**config.mk**
```make
export PLATFORM = sky130hd
export DESIGN_NAME = ahb_bus_arbiter
export DESIGN_NICKNAME = d
export VERILOG_FILES = /design/src/rtl/integration_pkg.sv /design/src/rtl/ahb_arb_picker.sv /design/src/rtl/ahb_bus_arbiter.sv
export SDC_FILE = /design/constraint.sdc
export NUM_CORES = 1
export LEC_CHECK = 0
export ABC_AREA = 0
export CAP_MARGIN = 10
export CORE_UTILIZATION = 30
export DETAILED_ROUTE_END_ITERATION = 12
export PLACE_DENSITY_LB_ADDON = 0.08
export SLEW_MARGIN = 20
export SYNTH_ARGS = -nofsm -noshare
export SYNTH_HDL_FRONTEND = slang
export SYNTH_SLANG_ARGS = --single-unit
```
**constraint.sdc**
```tcl
create_clock -name hclk -period 3.2 [get_ports hclk]
set_clock_uncertainty 0.15 [all_clocks]
set_input_delay 0.32 -clock hclk [delete_from_list [all_inputs] [get_ports hclk]]
set_output_delay 0.32 -clock hclk [all_outputs]
set_load 0.1 [all_outputs]
```
**src/rtl/integration_pkg.sv**
```systemverilog
// Shared AHB encodings and helpers for the integration fabric.
// Pure declarations; no timing or flow control of its own.
package integration_pkg;

  typedef enum logic [1:0] {
    HTRANS_IDLE   = 2'b00,
    HTRANS_BUSY   = 2'b01,
    HTRANS_NONSEQ = 2'b10,
    HTRANS_SEQ    = 2'b11
  } htrans_t;

  typedef enum logic [2:0] {
    HBURST_SINGLE = 3'd0,
    HBURST_INCR   = 3'd1,
    HBURST_WRAP4  = 3'd2,
    HBURST_INCR4  = 3'd3,
    HBURST_WRAP8  = 3'd4,
    HBURST_INCR8  = 3'd5,
    HBURST_WRAP16 = 3'd6,
    HBURST_INCR16 = 3'd7
  } hburst_t;

  typedef enum logic [1:0] {
    HRESP_OKAY  = 2'b00,
    HRESP_ERROR = 2'b01,
    HRESP_RETRY = 2'b10,
    HRESP_SPLIT = 2'b11
  } hresp_t;

  typedef enum logic {
    ARB_FIXED       = 1'b0,
    ARB_ROUND_ROBIN = 1'b1
  } arb_mode_t;

  typedef enum logic [1:0] {
    ST_ARB    = 2'd0,
    ST_BURST  = 2'd1,
    ST_LOCKED = 2'd2
  } arb_state_t;

  localparam int BURST_CNT_W = 5;

  // Undefined-length INCR counts as a single beat: it is never protected.
  function automatic logic [BURST_CNT_W-1:0] burst_beats(hburst_t b);
    logic [BURST_CNT_W-1:0] beats;
    case (b)
      HBURST_WRAP4,  HBURST_INCR4:  beats = 5'd4;
      HBURST_WRAP8,  HBURST_INCR8:  beats = 5'd8;
      HBURST_WRAP16, HBURST_INCR16: beats = 5'd16;
      default:                      beats = 5'd1;
    endcase
    return beats;
  endfunction

endpackage

```
**src/rtl/ahb_arb_picker.sv**
```systemverilog
// Rotating-base priority picker: first request strictly after base wins.
// Purely combinational, zero latency; no backpressure.
module ahb_arb_picker
  import integration_pkg::*;
#(
  parameter int NUM_MASTERS = 4,
  parameter int MASTER_W    = 2
) (
  input  logic [NUM_MASTERS-1:0] req,
  input  logic [MASTER_W-1:0]    base,
  output logic [NUM_MASTERS-1:0] gnt,
  output logic                   vld
);

  int idx;

  // Scan base+1 .. base+NUM_MASTERS, wrapping; base = NUM_MASTERS-1 gives fixed priority.
  always_comb begin
    gnt = '0;
    vld = 1'b0;
    idx = 0;
    for (int i = 1; i <= NUM_MASTERS; i++) begin
      idx = int'(base) + i;
      if (idx >= NUM_MASTERS) idx = idx - NUM_MASTERS;
      if (!vld && req[idx]) begin
        gnt[idx] = 1'b1;
        vld      = 1'b1;
      end
    end
  end

endmodule

```
**src/rtl/ahb_bus_arbiter.sv**
```systemverilog
// AHB arbiter: registered one-hot grant, burst/lock protection, RETRY/SPLIT masking.
// Request to grant 1 cycle in ARB; grant to hmaster 1 hready cycle; stalls while hready=0.
module ahb_bus_arbiter
  import integration_pkg::*;
#(
  parameter int NUM_MASTERS    = 4,
  parameter int MASTER_W       = (NUM_MASTERS > 1) ? $clog2(NUM_MASTERS) : 1,
  parameter int ARB_MODE       = 0,
  parameter int DEFAULT_MASTER = 0
) (
  input  logic                   hclk,
  input  logic                   hreset,
  input  logic [NUM_MASTERS-1:0] hbusreq,
  input  logic [NUM_MASTERS-1:0] hlock,
  input  logic [1:0]             htrans,
  input  logic [2:0]             hburst,
  input  logic                   hready,
  input  logic [1:0]             hresp,
  input  logic [NUM_MASTERS-1:0] hsplit,
  output logic [NUM_MASTERS-1:0] hgrant,
  output logic [MASTER_W-1:0]    hmaster,
  output logic                   hmastlock
);

  localparam logic [NUM_MASTERS-1:0] DEF_GNT    = NUM_MASTERS'(1) << DEFAULT_MASTER;
  localparam logic [MASTER_W-1:0]    DEF_IDX    = MASTER_W'(DEFAULT_MASTER);
  localparam logic [MASTER_W-1:0]    FIXED_BASE = MASTER_W'(NUM_MASTERS - 1);
  localparam bit                     RR_MODE    = (ARB_MODE == int'(ARB_ROUND_ROBIN));

  arb_state_t               state, state_nxt;
  logic [BURST_CNT_W-1:0]   burst_rem, burst_rem_nxt;
  logic [NUM_MASTERS-1:0]   split_mask, split_mask_nxt, split_set;
  logic [MASTER_W-1:0]      rr_ptr;
  logic [MASTER_W-1:0]      gidx, win_idx, pick_base;
  logic [NUM_MASTERS-1:0]   req, pick_gnt, win_gnt;
  logic                     pick_vld;
  logic                     resp_abort, resp_first, lock_hold, burst_active, rearb;
  htrans_t                  trans;
  hresp_t                   resp;

  assign trans = htrans_t'(htrans);
  assign resp  = hresp_t'(hresp);

  // RETRY/SPLIT spans two cycles: hready=0 first, hready=1 second.
  assign resp_abort = (resp == HRESP_RETRY) || (resp == HRESP_SPLIT);
  assign resp_first = resp_abort && !hready;

  always_comb begin
    gidx = '0;
    for (int i = 0; i < NUM_MASTERS; i++)
      if (hgrant[i]) gidx = MASTER_W'(i);
  end

  always_comb begin
    burst_rem_nxt = burst_rem;
    if (resp_first) begin
      burst_rem_nxt = '0;
    end else if (hready) begin
      case (trans)
        HTRANS_NONSEQ: burst_rem_nxt = burst_beats(hburst_t'(hburst)) - 5'd1;
        HTRANS_SEQ:    if (burst_rem != '0) burst_rem_nxt = burst_rem - 5'd1;
        default:       ;
      endcase
    end
  end

  // A SPLIT against the default master cannot park it, so it degrades to RETRY.
  always_comb begin
    split_set = '0;
    if (resp_first && resp == HRESP_SPLIT && hmaster != DEF_IDX)
      split_set[hmaster] = 1'b1;
  end

  assign split_mask_nxt = (split_mask & ~hsplit) | split_set;

  assign lock_hold    = hlock[gidx] && !split_mask[gidx];
  assign burst_active = (burst_rem_nxt != '0);

  always_comb begin
    state_nxt = ST_ARB;
    if (!resp_abort) begin
      case (state)
        ST_LOCKED: state_nxt = lock_hold ? ST_LOCKED : (burst_active ? ST_BURST : ST_ARB);
        default:   state_nxt = lock_hold ? ST_LOCKED : (burst_active ? ST_BURST : ST_ARB);
      endcase
    end
  end

  assign req       = hbusreq & ~split_mask;
  assign pick_base = RR_MODE ? rr_ptr : FIXED_BASE;

  ahb_arb_picker #(
    .NUM_MASTERS (NUM_MASTERS),
    .MASTER_W    (MASTER_W)
  ) u_picker (
    .req  (req),
    .base (pick_base),
    .gnt  (pick_gnt),
    .vld  (pick_vld)
  );

  assign win_gnt = pick_vld ? pick_gnt : DEF_GNT;
  assign rearb   = hready && (state_nxt == ST_ARB);

  always_comb begin
    win_idx = '0;
    for (int i = 0; i < NUM_MASTERS; i++)
      if (win_gnt[i]) win_idx = MASTER_W'(i);
  end

  always_ff @(posedge hclk or negedge hreset) begin
    if (!hreset) begin
      state      <= ST_ARB;
      burst_rem  <= '0;
      split_mask <= '0;
      rr_ptr     <= DEF_IDX;
      hgrant     <= DEF_GNT;
      hmaster    <= DEF_IDX;
      hmastlock  <= 1'b0;
    end else begin
      state      <= state_nxt;
      burst_rem  <= burst_rem_nxt;
      split_mask <= split_mask_nxt;
      if (hready) begin
        hmaster   <= gidx;
        hmastlock <= hlock[gidx];
      end
      if (rearb && win_gnt != hgrant) begin
        hgrant <= win_gnt;
        rr_ptr <= win_idx;
      end
    end
  end

endmodule
```
### Yosys cells after proc, flatten, opt, wreduce, memory -nomap -nowiden

Index checks and enable logic that the tools add are counted.
W data, S select, Z words.

* add/subtract/negate cells: 2
* $lt $le $gt $ge: 3
* equality and inequality tests: 11
* muxes and demuxes: 30
* bitwise gates (word level): 5
* reductions and logical operators: 23

Operator list (count)
* $mux W5: 6
* $pmux W5 S3: 1
* $eq A3 B3 Y1 const B: 4
* $mux W4: 3
* $logic_and A1 B1 Y1: 10
* $mux W1: 10
* $mux W2: 5
* $pmux W5 S2: 1
* $reduce_bool A5 Y1: 2
* $sub A5 B1 Y5 const B: 2
* $and A4 B4 Y4: 2
* $eq A2 B2 Y1 const B: 4
* $not A4 Y4: 2
* $eq A3 B2 Y1 const B: 2
* $lt A2 B3 Y1 const B: 2
* $reduce_or A2 Y1: 3
* $logic_not A1 Y1: 5
* $bmux W1 S2: 2
* $ne A4 B4 Y1: 1
* $or A4 B4 Y4: 1
* $mux W3: 1
* $demux W1 S2: 1
* $ge A2 B1 Y1 const B: 1
* $logic_not A2 Y1: 1
* other kinds (2): 2

* register bits after elaboration: 16
* bits of input ports: 22
* logic and storage cells: 79

### Depth between registers and ports, before layout

* word-level depth: 17
* mapped depth: 8
* gate-level depth less buffers: 8

### Modules after synthesis

From an unflattened synthesis, not the netlist that was laid out.

* cells, all modules: 208
* area, all modules: 1735.4 µm²

By module, submodules not included
* ahb_bus_arbiter: times used 1, cells each 149, area each 1278.7 µm²
* ahb_arb_picker: times used 1, cells each 59, area each 456.7 µm²

### Worst setup path before layout

OpenSTA, ideal clock, no wires.

* kind: register to register
* from: register hgrant[3]
* to: register hgrant[1]
* data arrival time: 2.428 ns
* slack: 0.497 ns
* cell stages (with the launch flop): 8
* period minus slack after synthesis: 2.703 ns
* path through: dfrtp_1 > clkbuf_1 > nor2_1 > a221oi_1 > nor2b_1 > o41ai_4 > o211ai_4 > mux2_4

* longest elaborated chain between the ends: 10
* elaborated cells between the ends (all ways): 13
* classes of those cells: eq/ne (1); mux (7); reduce/logical (5)

Ends and longest elaborated chain
* start, declared: RTL line ahb_bus_arbiter.sv:20 `output logic [NUM_MASTERS-1:0] hgrant,`
* start signal, assigned: RTL line ahb_bus_arbiter.sv:129 `hgrant <= win_gnt;`
* $mux W2: RTL line ahb_bus_arbiter.sv:51 `if (hgrant[i]) gidx = MASTER_W'(i);`
* $bmux W1 S2: RTL line ahb_bus_arbiter.sv:76 `assign lock_hold = hlock[gidx] && !split_mask[gidx];`
* $mux W1 (implied by the code): RTL line ahb_bus_arbiter.sv:76
* $logic_not A1 Y1: RTL line ahb_bus_arbiter.sv:76
* $logic_and A1 B1 Y1: RTL line ahb_bus_arbiter.sv:76
* $mux W2: RTL line ahb_bus_arbiter.sv:83, ahb_bus_arbiter.sv:84
* $mux W2: RTL line ahb_bus_arbiter.sv:81 `if (!resp_abort) begin`
* $logic_not A2 Y1: RTL line ahb_bus_arbiter.sv:103 `assign rearb = hready && (state_nxt == ST_ARB);`
* $logic_and A1 B1 Y1: RTL line ahb_bus_arbiter.sv:103
* $logic_and A1 B1 Y1 (*): RTL line ahb_bus_arbiter.sv:128 `if (rearb && win_gnt != hgrant) begin`

Every way passes the cells marked *; elsewhere a longest branch is shown, timed or not. The select of a mux whose other input is x is not followed.
A chain may end at the register's enable or synchronous reset.

### Final worst setup path

* from: register burst_rem[1]
* to: register hgrant[1]

* longest elaborated chain between the ends: 12
* elaborated cells between the ends (all ways): 13
* classes of those cells: add/sub (1); mux (7); reduce/logical (5)

Ends and longest elaborated chain
* start, declared: RTL line ahb_bus_arbiter.sv:31 `logic [BURST_CNT_W-1:0] burst_rem, burst_rem_nxt;`
* start signal, assigned: RTL line ahb_bus_arbiter.sv:122 `burst_rem <= burst_rem_nxt;`
* $sub A5 B1 Y5 / $reduce_bool A5 Y1 (equally long branches): RTL line ahb_bus_arbiter.sv:61 `HTRANS_SEQ: if (burst_rem != '0) burst_rem_nxt = burst_rem - 5'd1;`
* $mux W5: RTL line ahb_bus_arbiter.sv:61
* $pmux W5 S2: RTL line ahb_bus_arbiter.sv:59 `case (trans)`
* $mux W5 (*): RTL line ahb_bus_arbiter.sv:58 `end else if (hready) begin`
* $mux W5 (*): RTL line ahb_bus_arbiter.sv:56 `if (resp_first) begin`
* $reduce_bool A5 Y1 (*): RTL line ahb_bus_arbiter.sv:77 `assign burst_active = (burst_rem_nxt != '0);`
* $mux W1 (*): RTL line ahb_bus_arbiter.sv:83, ahb_bus_arbiter.sv:84
* $mux W2 (*): RTL line ahb_bus_arbiter.sv:83, ahb_bus_arbiter.sv:84
* $mux W2 (*): RTL line ahb_bus_arbiter.sv:81
* $logic_not A2 Y1 (*): RTL line ahb_bus_arbiter.sv:103
* $logic_and A1 B1 Y1 (*): RTL line ahb_bus_arbiter.sv:103
* $logic_and A1 B1 Y1 (*): RTL line ahb_bus_arbiter.sv:128

Every way passes the cells marked *; elsewhere a longest branch is shown, timed or not.

==> impl_metrics.toml <==
[setup_path]
regToRegStartpoint = "burst_rem[1]"
cp_max_fo = 7
critPathTopFamily = "compound AO/OA/AOI/OAI gates"
rr_endpoint = "hgrant[1]"
critPathBufInv = 1
slowest_delay_ns = 0.45
path_cells = "inv_1 > ha_1 > nor4b_4 > o31ai_1 > a221oi_1 > a31o_1 > o211ai_4 > mux2_4"
arrival_ns = 2.68
critPathLaunchType = "flop"
path_depth = 8
slowest_stage = "a221oi_1"
crit_path_end_kind = "flop"
reg2reg_slack_ns = 0.55
required_ns = 3.23
rr_worst_depth = 8
path_class = "flop to flop"

[detailed_routing]
drc_errors = 0
drtPass1Iterations = 4
routed_wirelength_um = 2576
wl_per_cell_um = 13.42
detail_route.iter0.violations = 33
vias_per_cell = 5.266
drtAntennaViolNets = 0
num_vias = 1011

[logic_synthesis]
synth_most_common_cell = "dfrtp_1"
synth_area_leaders = "dfrtp_1, inv_1, nand2b_1, nor2b_1, a21oi_1"
yosys.area_share.adder_pct = 2.294
ys_types = 45
yosysTopAreaCellShare_pct = 34.40
synth_seq_cells = 16
yosysTopAreaCell = "dfrtp_1"
synth-simple-area-share_pct = 24.89
synth_top_family_by_area = "simple AND/OR/NAND/NOR gates"
avgSynthCellArea_um2 = 9.325
yosys-top-cells-count = "dfrtp_1, inv_1, nand2_1"
synth-edff-count = 0
synth_compound_area_share_pct = 22.36
yosysWarnings = 0
synthMuxAreaShare_pct = 7.569
async_flop_share_pct = 100.0
synth_xor_area_share_pct = 0.8028
syn-num-nets = 141
synth_top_flop_cell = "dfrtp_1"
seq_area_frac_synth_pct = 36.81
synthCells = 117
syn-cell-area_mm2 = 0.001091

[clock_tree]
hold_buffers = 0
clock_sink_count = 16
htreeDepth = 1
post_cts_buffers = 0
clk_latency_ns = 0.29
cts_resized = 0
cts-buffers-inserted = 3
cts_tree = "done"
cts_root_buf = "clkbuf_4"
cts_buffer_depth = 2
clk_pin_slew_ns = 0.10

[die]
chipWidth_um = 62.31
io_pins = 29
die-area_mm2 = 0.003882
start_util_pct = 31.94
placementRows = 21
coreArea_mm2 = 0.003416
die_h_um = 62.31

[finish]
drive_gt1_share_pct = 14.38
final_area_mm2 = 0.001433
final_core_util_pct = 41.94
syn_to_final_growth_pct = 31.31
diodes = 0
stdcell_count = 192
fin_nets = 171

[placed_design]
numPortBuffers = 27
dp_slack_ns = 0.4613
dpl_cell_area_mm2 = 0.001396
dp.cells = 188
post-dp-hpwl_um = 2094
gp_congestion = 0.7920

[pwr]
p_leak_nw = 0.6307
power.density_mw_per_mm2 = 748.5
switching_share_pct = 51.38
pwr-share-comb_pct = 57.8
seq_power_share_pct = 29.5
vdd_drop_max_mv = 0.4174
p_total_mw = 1.072
p_int_mw = 0.5213
power.switching_mw = 0.5510
clkPwrFrac_pct = 12.7

[sta]
worst_pin_slew_ns = 0.7735
clock.fmax_mhz = 377.7
setup_slack_ns = 0.5521
fin_tns_setup_ns = 0
grt_setup_unrepaired = "false"
whs_ns = 0.3259
fin_crit_sh_pct = 82.75
setup_viol_count_final = 0
slew_violations = 0
period_needed_ns = 2.648
hold_viol = 0
slew-limit-headroom_pct = 48.27

[global_route]
track_usage_pct = 14.78
grt_antenna_before_repair = 0
first_global_vias = 988
grt_overflow = 0
grt_pass1_wl_um = 4588
grt_max_degree = 17

[run_status]
status = "finished, final reports clean"

[worst_hold_path]
hp-class = "input pin to asynchronous set/reset pin"

[flow_run]
drv_cap = 0
layer usage:
layer	track usage, %	part of all wire [%]	vias up	wire length [um]
met5	0	0	-	0
met4	5.233	1.1	0	29
met3	3.493	6.3	7	163
met2	22.53	44	36	1143
met1	20.32	48	481	1239
li1	-	-	487	-
layout make-up:
type | count | area, um2
Multi-Input combinational cell | 86 | 631.9
Timing Repair Buffer | 28 | 260.3
Clock buffer | 4 | 36.28
Fill cell | 362 | 1983
Sequential cell | 16 | 401.6
Inverter | 12 | 45.04
Tap cell | 46 | 57.56
power by group through the flow:
stage               clock network (mW)  logic (mW)  registers, mW
CTS                              0.141       0.623          0.317
global route                     0.153       0.656          0.326
detailed placement                   0       0.622          0.321
floorplan                            0       0.248          0.554
finish                           0.136       0.620          0.316
global placement                     0       0.619          0.321
worst max path at each step:
stage | start | to | slack (ns)
global route | burst_rem[1] | hgrant[1] | 0.40
CTS | burst_rem[0] | hgrant[1] | 0.57
detailed placement | htrans[1] | hgrant[1] | 0.46
floorplan | hgrant[3] | hgrant[1] | 0.50
finish | burst_rem[1] | hgrant[1] | 0.55
global placement | hready | hgrant[1] | 0.44
sequential cells by signal, summed over array words and instances (netlist names):
signal	count
burst_rem	5
hmaster	2
hgrant	4
split_mask	4
hmastlock	1
kinds of logic after synthesis:
kind of cell	count (synthesis)
DFF	16
AOI/OAI and AO/OA	30
muxes	7
and+or+nand+nor	46
xor gates and xnor gates	1
adders and majority gates	2
buffers and inverters	15
placed cells by master (no fill, tap or decap), types with 2 or more instances in the layout:
master,count
mux2_4,2
and3_1,2
a221oi_1,3
ha_1,2
nand2_1,8
nor2_1,6
nand2b_1,5
mux2i_1,3
nor3_1,5
o21ai_0,4
nor2b_1,5
a21oi_1,6
clkdlybuf4s50_1,20
inv_1,12
dfrtp_1,15
clkbuf_4,3
buf_4,8
o31ai_1,2
o22ai_1,3
nand3_1,3
nor3b_1,3
(Power assumes the default switching activity.)
